File: src/rtl/utils.sv
// -----------------------------------------------------------------------------
// utils
//   Small shared helpers used by the synth engine RTL.
//   clogb2(n): number of bits needed to index n items, i.e. ceil(log2(n)).
//   Returns 0 for n <= 1.
// -----------------------------------------------------------------------------
package utils;

    function automatic int clogb2(input int value);
        int v;
        int bits;
        v    = value - 1;
        bits = 0;
        while (v > 0) begin
            bits = bits + 1;
            v    = v >> 1;
        end
        return bits;
    endfunction

endpackage

File: src/rtl/synth_seq_pkg.sv
// -----------------------------------------------------------------------------
// synth_seq_pkg
//   Shared types and sizing helpers for the frame sequencer.
//   seq_state_t      : sequencer FSM state {IDLE, RUN, DRAIN}
//   calc_x_width     : slot index width {voice, osc, env}
//   calc_n_slots     : slots swept per frame
//   calc_drain_cyc   : post-sweep mixer pipeline flush cycles
//   calc_cnt_width   : counter width for a given count (never below 1 bit)
// -----------------------------------------------------------------------------
package synth_seq_pkg;

    typedef enum logic [1:0] {
        IDLE  = 2'd0,
        RUN   = 2'd1,
        DRAIN = 2'd2
    } seq_state_t;

    // Envelope-in-oscillator index is a single bit.
    localparam int OE_WIDTH = 1;

    function automatic int calc_x_width(input int voices, input int v_osc);
        return utils::clogb2(voices) + utils::clogb2(v_osc) + OE_WIDTH;
    endfunction

    function automatic int calc_n_slots(input int voices, input int v_osc, input int o_envs);
        return voices * v_osc * o_envs;
    endfunction

    function automatic int calc_drain_cyc(input int voices, input int v_osc);
        return v_osc * voices;
    endfunction

    function automatic int calc_cnt_width(input int n);
        int w;
        w = utils::clogb2(n);
        return (w < 1) ? 1 : w;
    endfunction

endpackage

File: src/rtl/synth_frame_sequencer_arbiter.sv
// -----------------------------------------------------------------------------
// seq_cfg_arbiter
//   Patch-parameter write grant plus overrun bookkeeping.
//   Optional feature macro: SEQ_OVERRUN_COUNT_EN (adds ovr_count).
//
//   Ports:
//     sCLK_XVXENVS  in   slot clock
//     reset         in   synchronous active-high reset
//     next_idle     in   sequencer will be IDLE after this edge
//     start_req     in   frame start accepted this cycle (sample_req && enable)
//     cfg_req       in   parameter writer wants access
//     ovr_event     in   sample_req arrived while busy (dropped)
//     ovr_clr       in   clear overrun (and ovr_count)
//     cfg_gnt       out  registered grant
//     overrun       out  sticky overrun flag
//     ovr_count     out  [15:0] saturating drop counter (macro only)
//
//   Handshake: cfg_req is a level request; cfg_gnt is a per-cycle permission.
//   The writer may write only in a cycle where cfg_gnt=1 and must accept the
//   grant falling at any edge. A frame start always beats a grant, so the
//   grant drops on the same edge the sweep begins and is never high while busy.
// -----------------------------------------------------------------------------
module seq_cfg_arbiter (
    input  logic        sCLK_XVXENVS,
    input  logic        reset,
    input  logic        next_idle,
    input  logic        start_req,
    input  logic        cfg_req,
    input  logic        ovr_event,
    input  logic        ovr_clr,
`ifdef SEQ_OVERRUN_COUNT_EN
    output logic [15:0] ovr_count,
`endif
    output logic        cfg_gnt,
    output logic        overrun
);

    always_ff @(posedge sCLK_XVXENVS) begin
        if (reset) begin
            cfg_gnt <= 1'b0;
            overrun <= 1'b0;
        end else begin
            cfg_gnt <= next_idle && cfg_req && !start_req;
            // A new drop outranks a simultaneous clear.
            if (ovr_event) begin
                overrun <= 1'b1;
            end else if (ovr_clr) begin
                overrun <= 1'b0;
            end
        end
    end

`ifdef SEQ_OVERRUN_COUNT_EN
    always_ff @(posedge sCLK_XVXENVS) begin
        if (reset) begin
            ovr_count <= 16'h0000;
        end else if (ovr_clr) begin
            // Clear and count in the same cycle leaves exactly one drop recorded.
            ovr_count <= ovr_event ? 16'h0001 : 16'h0000;
        end else if (ovr_event && (ovr_count != 16'hFFFF)) begin
            ovr_count <= ovr_count + 16'h0001;
        end
    end
`endif

endmodule

File: src/rtl/synth_frame_sequencer.sv
// -----------------------------------------------------------------------------
// synth_frame_sequencer
//   Per-sample frame scheduler for the mixer/modulation datapath. On an
//   accepted sample request it sweeps xxxx over all N_SLOTS slots, then idles
//   DRAIN_CYC cycles for the mixer pipeline and pulses frame_done. Between
//   frames it grants the patch-parameter write path.
//   Optional feature macro: SEQ_OVERRUN_COUNT_EN (adds ovr_count[15:0]).
//
//   Ports:
//     sCLK_XVXENVS  in   slot clock
//     reset         in   synchronous active-high reset
//     enable        in   permits starting new frames
//     sample_req    in   single-cycle frame start request
//     xxxx          out  [X_WIDTH-1:0] slot index {voice, osc, env}
//     xxxx_zero     out  high while xxxx==0 in RUN
//     slot_valid    out  high in every RUN cycle
//     frame_done    out  one-cycle pulse as the sequencer returns to IDLE
//     busy          out  high in RUN or DRAIN
//     cfg_req       in   parameter writer wants access
//     cfg_gnt       out  access granted for this cycle
//     overrun       out  sticky: sample_req arrived while busy
//     ovr_count     out  [15:0] dropped request count (macro only)
//     ovr_clr       in   clears overrun / ovr_count
//
//   Every output is a register loaded from the next-state values, so the first
//   slot appears one cycle after the accepted request.
// -----------------------------------------------------------------------------
module synth_frame_sequencer
    import synth_seq_pkg::*;
#(
    parameter int VOICES = 32,
    parameter int V_OSC  = 8,
    parameter int O_ENVS = 2,
    parameter int X_WIDTH = calc_x_width(VOICES, V_OSC)
) (
    input  logic               sCLK_XVXENVS,
    input  logic               reset,
    input  logic               enable,
    input  logic               sample_req,
    output logic [X_WIDTH-1:0] xxxx,
    output logic               xxxx_zero,
    output logic               slot_valid,
    output logic               frame_done,
    output logic               busy,
    input  logic               cfg_req,
    output logic               cfg_gnt,
    output logic               overrun,
`ifdef SEQ_OVERRUN_COUNT_EN
    output logic [15:0]        ovr_count,
`endif
    input  logic               ovr_clr
);

    localparam int N_SLOTS   = calc_n_slots(VOICES, V_OSC, O_ENVS);
    localparam int DRAIN_CYC = calc_drain_cyc(VOICES, V_OSC);
    localparam int D_WIDTH   = calc_cnt_width(DRAIN_CYC);

    localparam logic [X_WIDTH-1:0] X_LAST = X_WIDTH'(N_SLOTS - 1);
    localparam logic [D_WIDTH-1:0] D_LAST = D_WIDTH'(DRAIN_CYC - 1);

    seq_state_t         state_q, state_d;
    logic [X_WIDTH-1:0] xxxx_d;
    logic [D_WIDTH-1:0] drain_q, drain_d;
    logic               frame_done_d;
    logic               start_req;
    logic               ovr_event;

    assign start_req = sample_req && enable;
    // Requests landing in RUN/DRAIN are dropped regardless of enable.
    assign ovr_event = sample_req && (state_q != IDLE);

    always_comb begin
        state_d      = state_q;
        xxxx_d       = xxxx;
        drain_d      = drain_q;
        frame_done_d = 1'b0;
        case (state_q)
            IDLE: begin
                xxxx_d  = '0;
                drain_d = '0;
                if (start_req) begin
                    state_d = RUN;
                end
            end
            RUN: begin
                if (xxxx == X_LAST) begin
                    state_d = DRAIN;
                    xxxx_d  = '0;
                end else begin
                    xxxx_d = xxxx + 1'b1;
                end
            end
            DRAIN: begin
                xxxx_d = '0;
                if (drain_q == D_LAST) begin
                    state_d      = IDLE;
                    drain_d      = '0;
                    frame_done_d = 1'b1;
                end else begin
                    drain_d = drain_q + 1'b1;
                end
            end
            default: begin
                state_d = IDLE;
                xxxx_d  = '0;
                drain_d = '0;
            end
        endcase
    end

    always_ff @(posedge sCLK_XVXENVS) begin
        if (reset) begin
            state_q    <= IDLE;
            xxxx       <= '0;
            drain_q    <= '0;
            xxxx_zero  <= 1'b0;
            slot_valid <= 1'b0;
            frame_done <= 1'b0;
            busy       <= 1'b0;
        end else begin
            state_q    <= state_d;
            xxxx       <= xxxx_d;
            drain_q    <= drain_d;
            xxxx_zero  <= (state_d == RUN) && (xxxx_d == '0);
            slot_valid <= (state_d == RUN);
            frame_done <= frame_done_d;
            busy       <= (state_d != IDLE);
        end
    end

    seq_cfg_arbiter u_arb (
        .sCLK_XVXENVS (sCLK_XVXENVS),
        .reset        (reset),
        .next_idle    (state_d == IDLE),
        .start_req    (start_req),
        .cfg_req      (cfg_req),
        .ovr_event    (ovr_event),
        .ovr_clr      (ovr_clr),
`ifdef SEQ_OVERRUN_COUNT_EN
        .ovr_count    (ovr_count),
`endif
        .cfg_gnt      (cfg_gnt),
        .overrun      (overrun)
    );

endmodule
File: config.mk
export PLATFORM = sky130hd
export DESIGN_NAME = synth_frame_sequencer
export DESIGN_NICKNAME = d
export VERILOG_FILES = /design/src/rtl/utils.sv /design/src/rtl/synth_seq_pkg.sv /design/src/rtl/synth_frame_sequencer_arbiter.sv /design/src/rtl/synth_frame_sequencer.sv
export SDC_FILE = /design/constraint.sdc
export NUM_CORES = 1
export LEC_CHECK = 0
export CELL_PAD_IN_SITES_DETAIL_PLACEMENT = 0
export CELL_PAD_IN_SITES_GLOBAL_PLACEMENT = 1
export CORE_UTILIZATION = 34
export DETAILED_ROUTE_END_ITERATION = 6
export HOLD_SLACK_MARGIN = 0.1
export PLACE_DENSITY_LB_ADDON = 0.25
export SLEW_MARGIN = 10
export SYNTH_ARGS = -nofsm -noshare
export SYNTH_HDL_FRONTEND = slang
export SYNTH_HIERARCHICAL = 1
export SYNTH_SLANG_ARGS = --single-unit
File: constraint.sdc
create_clock -name sCLK_XVXENVS -period 1.9 [get_ports sCLK_XVXENVS]
set_clock_uncertainty 0.05 [all_clocks]
set_input_delay 0.38 -clock sCLK_XVXENVS [delete_from_list [all_inputs] [get_ports sCLK_XVXENVS]]
set_output_delay 0.38 -clock sCLK_XVXENVS [all_outputs]
set_load 0.01 [all_outputs]
==> summary.log <==
[status] status finished, final reports clean
[hold_path] path category of the worst min-delay check flip-flop to flip-flop
[sta] relative max-transition margin 71.8%
[die] die width 60.5 um
[cells_and_area] post-synthesis to final-layout area growth 31.4%
[job] Max Cap Violations 0
[yosys] Syn Inst Count 132
[yosys] most common flop cell mapped by yosys sky130_fd_sc_hd__dfxtp_1
[pwr] Leakage Power 0.533 nW
[cells_and_area] number of nets in the layout 174
[yosys] cell type with the highest aggregate area in the netlist sky130_fd_sc_hd__dfxtp_1
[cts] H-tree levels 1
[place] HPWL after DPL 1900 um
[critical_path] startpoint type of the worst setup path flip-flop
[global_routing] total routing usage reported by global routing 16.5%
[drt] DR iter-0 viols 46
[global_routing] largest net degree at the start of global routing 17
[cells_and_area] final cell area excluding filler cells 1530 sq um
[critical_path] Reg2Reg Capture Point xxxx_zero
[sta] final number of max-transition violations 0
[critical_path] class of the most critical setup path flip-flop to flip-flop
[sta] Min Clock Period, post-route 1.83 ns
[cells_and_area] Register Area 505 sq um
[hold_path] start point of the worst hold path u_arb/overrun
[critical_path] CP Data Required Time 2.08 ns
[yosys] Warnings, synthesis 6
[drt] post-route met1 wirelength 1350 um
[sta] part of the cycle the worst path needs 96.3%
[place] final estimated routing congestion in global placement 0.860
[sta] setup repair after global routing missed its margin true
[drt] vias per inst 5.12
[cts] Clock Root Buffer sky130_fd_sc_hd__clkbuf_4
[place] cell area after placement 1460 sq um
[die] floorplan core area 3150 sq um
[critical_path] cell depth of the worst flop-to-flop path 7
[yosys] flop and latch count out of synthesis 25
[cells_and_area] Filler cells 338
[yosys] average cell area after synthesis 8.81 sq um
[drt] via count 1065
[drt] amount of wire on met3 after detailed routing 97 um
[critical_path] slack of the worst reg-to-reg path 0.07 ns
[sta] setup ws final 0.0709 ns
[sta] final count of negative-setup-slack endpoints 0
[yosys] area of the mapped netlist 1160 sq um
[cells_and_area] fraction of final layout cells sized beyond drive strength 1 17.7%
[pwr] Cell Pwr Density 564 nW/um^2
[sta] slew at the pin with the worst max-slew slack 0.422 ns
[drt] total wirelength of the detailed-routed design 2670 um
[cts] number of clock sinks seen by CTS 25
[sta] Hold Fails Final Rpt 0
[drt] Max Used Layer met4
[cts] clock transition at the registers of the reported paths 0.14 ns
[critical_path] Worst Path Arrival 2.01 ns
[die] FP Rows 20
[place] count of input and output buffers 20
[cells_and_area] number of antenna cells inserted 0
[critical_path] CP max FO 3
[yosys] sequential-to-total area share from yosys stat 43.1%
[drt] antenna-violating nets left 0
[global_routing] global route overflow 0
[global_routing] antenna violations before repair 0
[critical_path] launch point of the worst reg-to-reg path xxxx[1]
[cells_and_area] Multi-input gate area 631 sq um
[cells_and_area] final cell utilization of the core 48.5%
[sta] achievable frequency 0.547 GHz
[yosys] cells taking the most area after synthesis sky130_fd_sc_hd__dfxtp_1 43%, sky130_fd_sc_hd__nor2_1 4.8%, sky130_fd_sc_hd__nand3_1 4.3%, sky130_fd_sc_hd__ha_1 3.2%, sky130_fd_sc_hd__nand2_1 3.2%
[pwr] maximum vdd drop 0.000291 V
[yosys] Synth Net Count 141
[die] Starting Density 36.9%
[cts] clock latency on the worst-skew pair 0.32 ns
[drt] drc violations 0
[cts] worst-case clock buffer depth 2
[yosys] Synth async-reset ratio 0%
[yosys] Post-synth EDFFs 0
[die] height of the die 60.5 um
[drt] routed length on met2 1210 um
[hold_path] cell depth of the worst min-delay path 2
[drt] routed wire length per instance 12.8 um
[die] die area 3660 sq um
[global_routing] global-route wire length before repair 4500 um
[yosys] Synth top area share 43.1%
[hold_path] hold path endpoint u_arb/overrun
[place] pre-CTS worst setup slack -0.0509 ns
[critical_path] launching element of the worst setup path xxxx[1]
[yosys] Netlist cell types 39
[critical_path] Crit. End Element flip-flop
[drt] drt pass-1 iters 4
[die] io pins 21
[cts] total CTS buffers 3
[cts] clock tree from TritonCTS yes
[global_routing] number of global-route vias before repair 1033
-- cell usage after synthesis (2+ instances only) --
cell and n:
sky130_fd_sc_hd__nand2b_1 3, sky130_fd_sc_hd__or3_1 5, sky130_fd_sc_hd__inv_1 7, sky130_fd_sc_hd__o21ai_0 3, sky130_fd_sc_hd__nor3_1 5, sky130_fd_sc_hd__a21oi_1 4
sky130_fd_sc_hd__and2b_1 2, sky130_fd_sc_hd__dfxtp_1 25, sky130_fd_sc_hd__a31oi_1 4, sky130_fd_sc_hd__nand2_1 10, sky130_fd_sc_hd__a311oi_1 2, sky130_fd_sc_hd__nand3_1 10
sky130_fd_sc_hd__o21a_1 2, sky130_fd_sc_hd__nor3b_1 2, sky130_fd_sc_hd__nor2_1 15, sky130_fd_sc_hd__xnor2_1 3, sky130_fd_sc_hd__nand4_1 4, sky130_fd_sc_hd__a21oi_2 3
sky130_fd_sc_hd__ha_1 3
-- cell usage in the layout, fill, tap and decap left out, types with 4 or more instances in the layout --
master / instances
sky130_fd_sc_hd__inv_1: 7
sky130_fd_sc_hd__nand3_1: 9
sky130_fd_sc_hd__nand4_1: 4
sky130_fd_sc_hd__clkdlybuf4s50_1: 20
sky130_fd_sc_hd__a21oi_1: 4
sky130_fd_sc_hd__dfxtp_1: 23
sky130_fd_sc_hd__nor3_1: 4
sky130_fd_sc_hd__nor2_1: 15
sky130_fd_sc_hd__nand2_1: 10
sky130_fd_sc_hd__buf_4: 11
sky130_fd_sc_hd__a31oi_1: 4
sky130_fd_sc_hd__or3_1: 5
-- metal layers --
metal / GRT usage [%] / vias to the layer above
met5: 0 / -
met2: 26.5 / 23
li1: - / 529
met1: 22.0 / 511
met4: 6.49 / 0
met3: 2.99 / 2
-- worst max-delay path by stage --
| stage | end | slack (ns) | cells past startpoint |
|---|---|---|---|
| after global routing | xxxx_zero | -0.009 | 7 |
| after floorplan | xxxx_zero | 0.007 | 7 |
| after CTS | xxxx_zero | 0.04 | 7 |
| after global placement | xxxx_zero | 0.06 | 7 |
| after detailed placement | xxxx_zero | -0.05 | 7 |
| final | xxxx_zero | 0.07 | 7 |
-- through the flow --
stage | cells | hold WS [ns] | setup TNS, ns | total power [W]
final | 208 | 0.461 | 0 | 0.000861
after global placement | 201 | 0.422 | 0 | 0.000631
after CTS | 206 | 0.471 | 0 | 0.000869
after floorplan | 132 | 0.392 | 0 | 0.000596
after global routing | 208 | 0.496 | -0.00903 | 0.000905
after detailed placement | 201 | 0.443 | -0.0509 | 0.000631
-- critical path: stages, from the launching register on --
cell and delay [ns]:
sky130_fd_sc_hd__dfxtp_4 0.38, sky130_fd_sc_hd__ha_4 0.13, sky130_fd_sc_hd__nand3_2 0.09, sky130_fd_sc_hd__nor3_2 0.16, sky130_fd_sc_hd__ha_1 0.28, sky130_fd_sc_hd__nor3b_2 0.16
sky130_fd_sc_hd__nand4_1 0.12, sky130_fd_sc_hd__a2111oi_2 0.35
-- cell families after synthesis --
| logic type | Yosys count | share of synthesized area (%) |
|---|---|---|
| XOR/XNOR | 4 | 3.01 |
| multiplexers | 1 | 0.861 |
| adder cells (fa/ha/maj) | 3 | 3.23 |
| buffers and inverters | 10 | 5.06 |
| AO/OA/AOI/OAI | 24 | 15.3 |
| flip-flops | 25 | 43.1 |
| AND/OR/NAND/NOR | 65 | 29.5 |
-- final cells by class --
class / instances / area share (%)
multi-input cells: 97 / 41.3
inverters: 7 / 1.72
flip-flops and latches: 25 / 33.1
clock buffers: 3 / 1.47
well taps: 44 / 3.60
repair buffers: 31 / 18.5
clock inverters: 1 / 0.328
-- state kept, by name, indices dropped and copies added, names as in the netlist --
name	count
busy	1
state_q	2
xxxx	9
u_arb/overrun	1
slot_valid	1
frame_done	1
drain_q	8
xxxx_zero	1
u_arb/cfg_gnt	1
-- what timing repair did --
action                     4_1_cts  5_1_grt
setup buffers                    1        2
setup endpoints to repair        1        1
pin swaps                        1        6
gates resized for setup          4        0
hold buffers                     0        0
cloned                           0        0
-- power breakdown --
group | total [W] | internal (W) | switching, W
clock | 0.000243 | 0.0000788 | 0.000164
sequential | 0.000538 | 0.000533 | 0.00000565
combinational | 0.0000803 | 0.0000432 | 0.0000371
No activity file was read; power rests on OpenSTA's default activity.
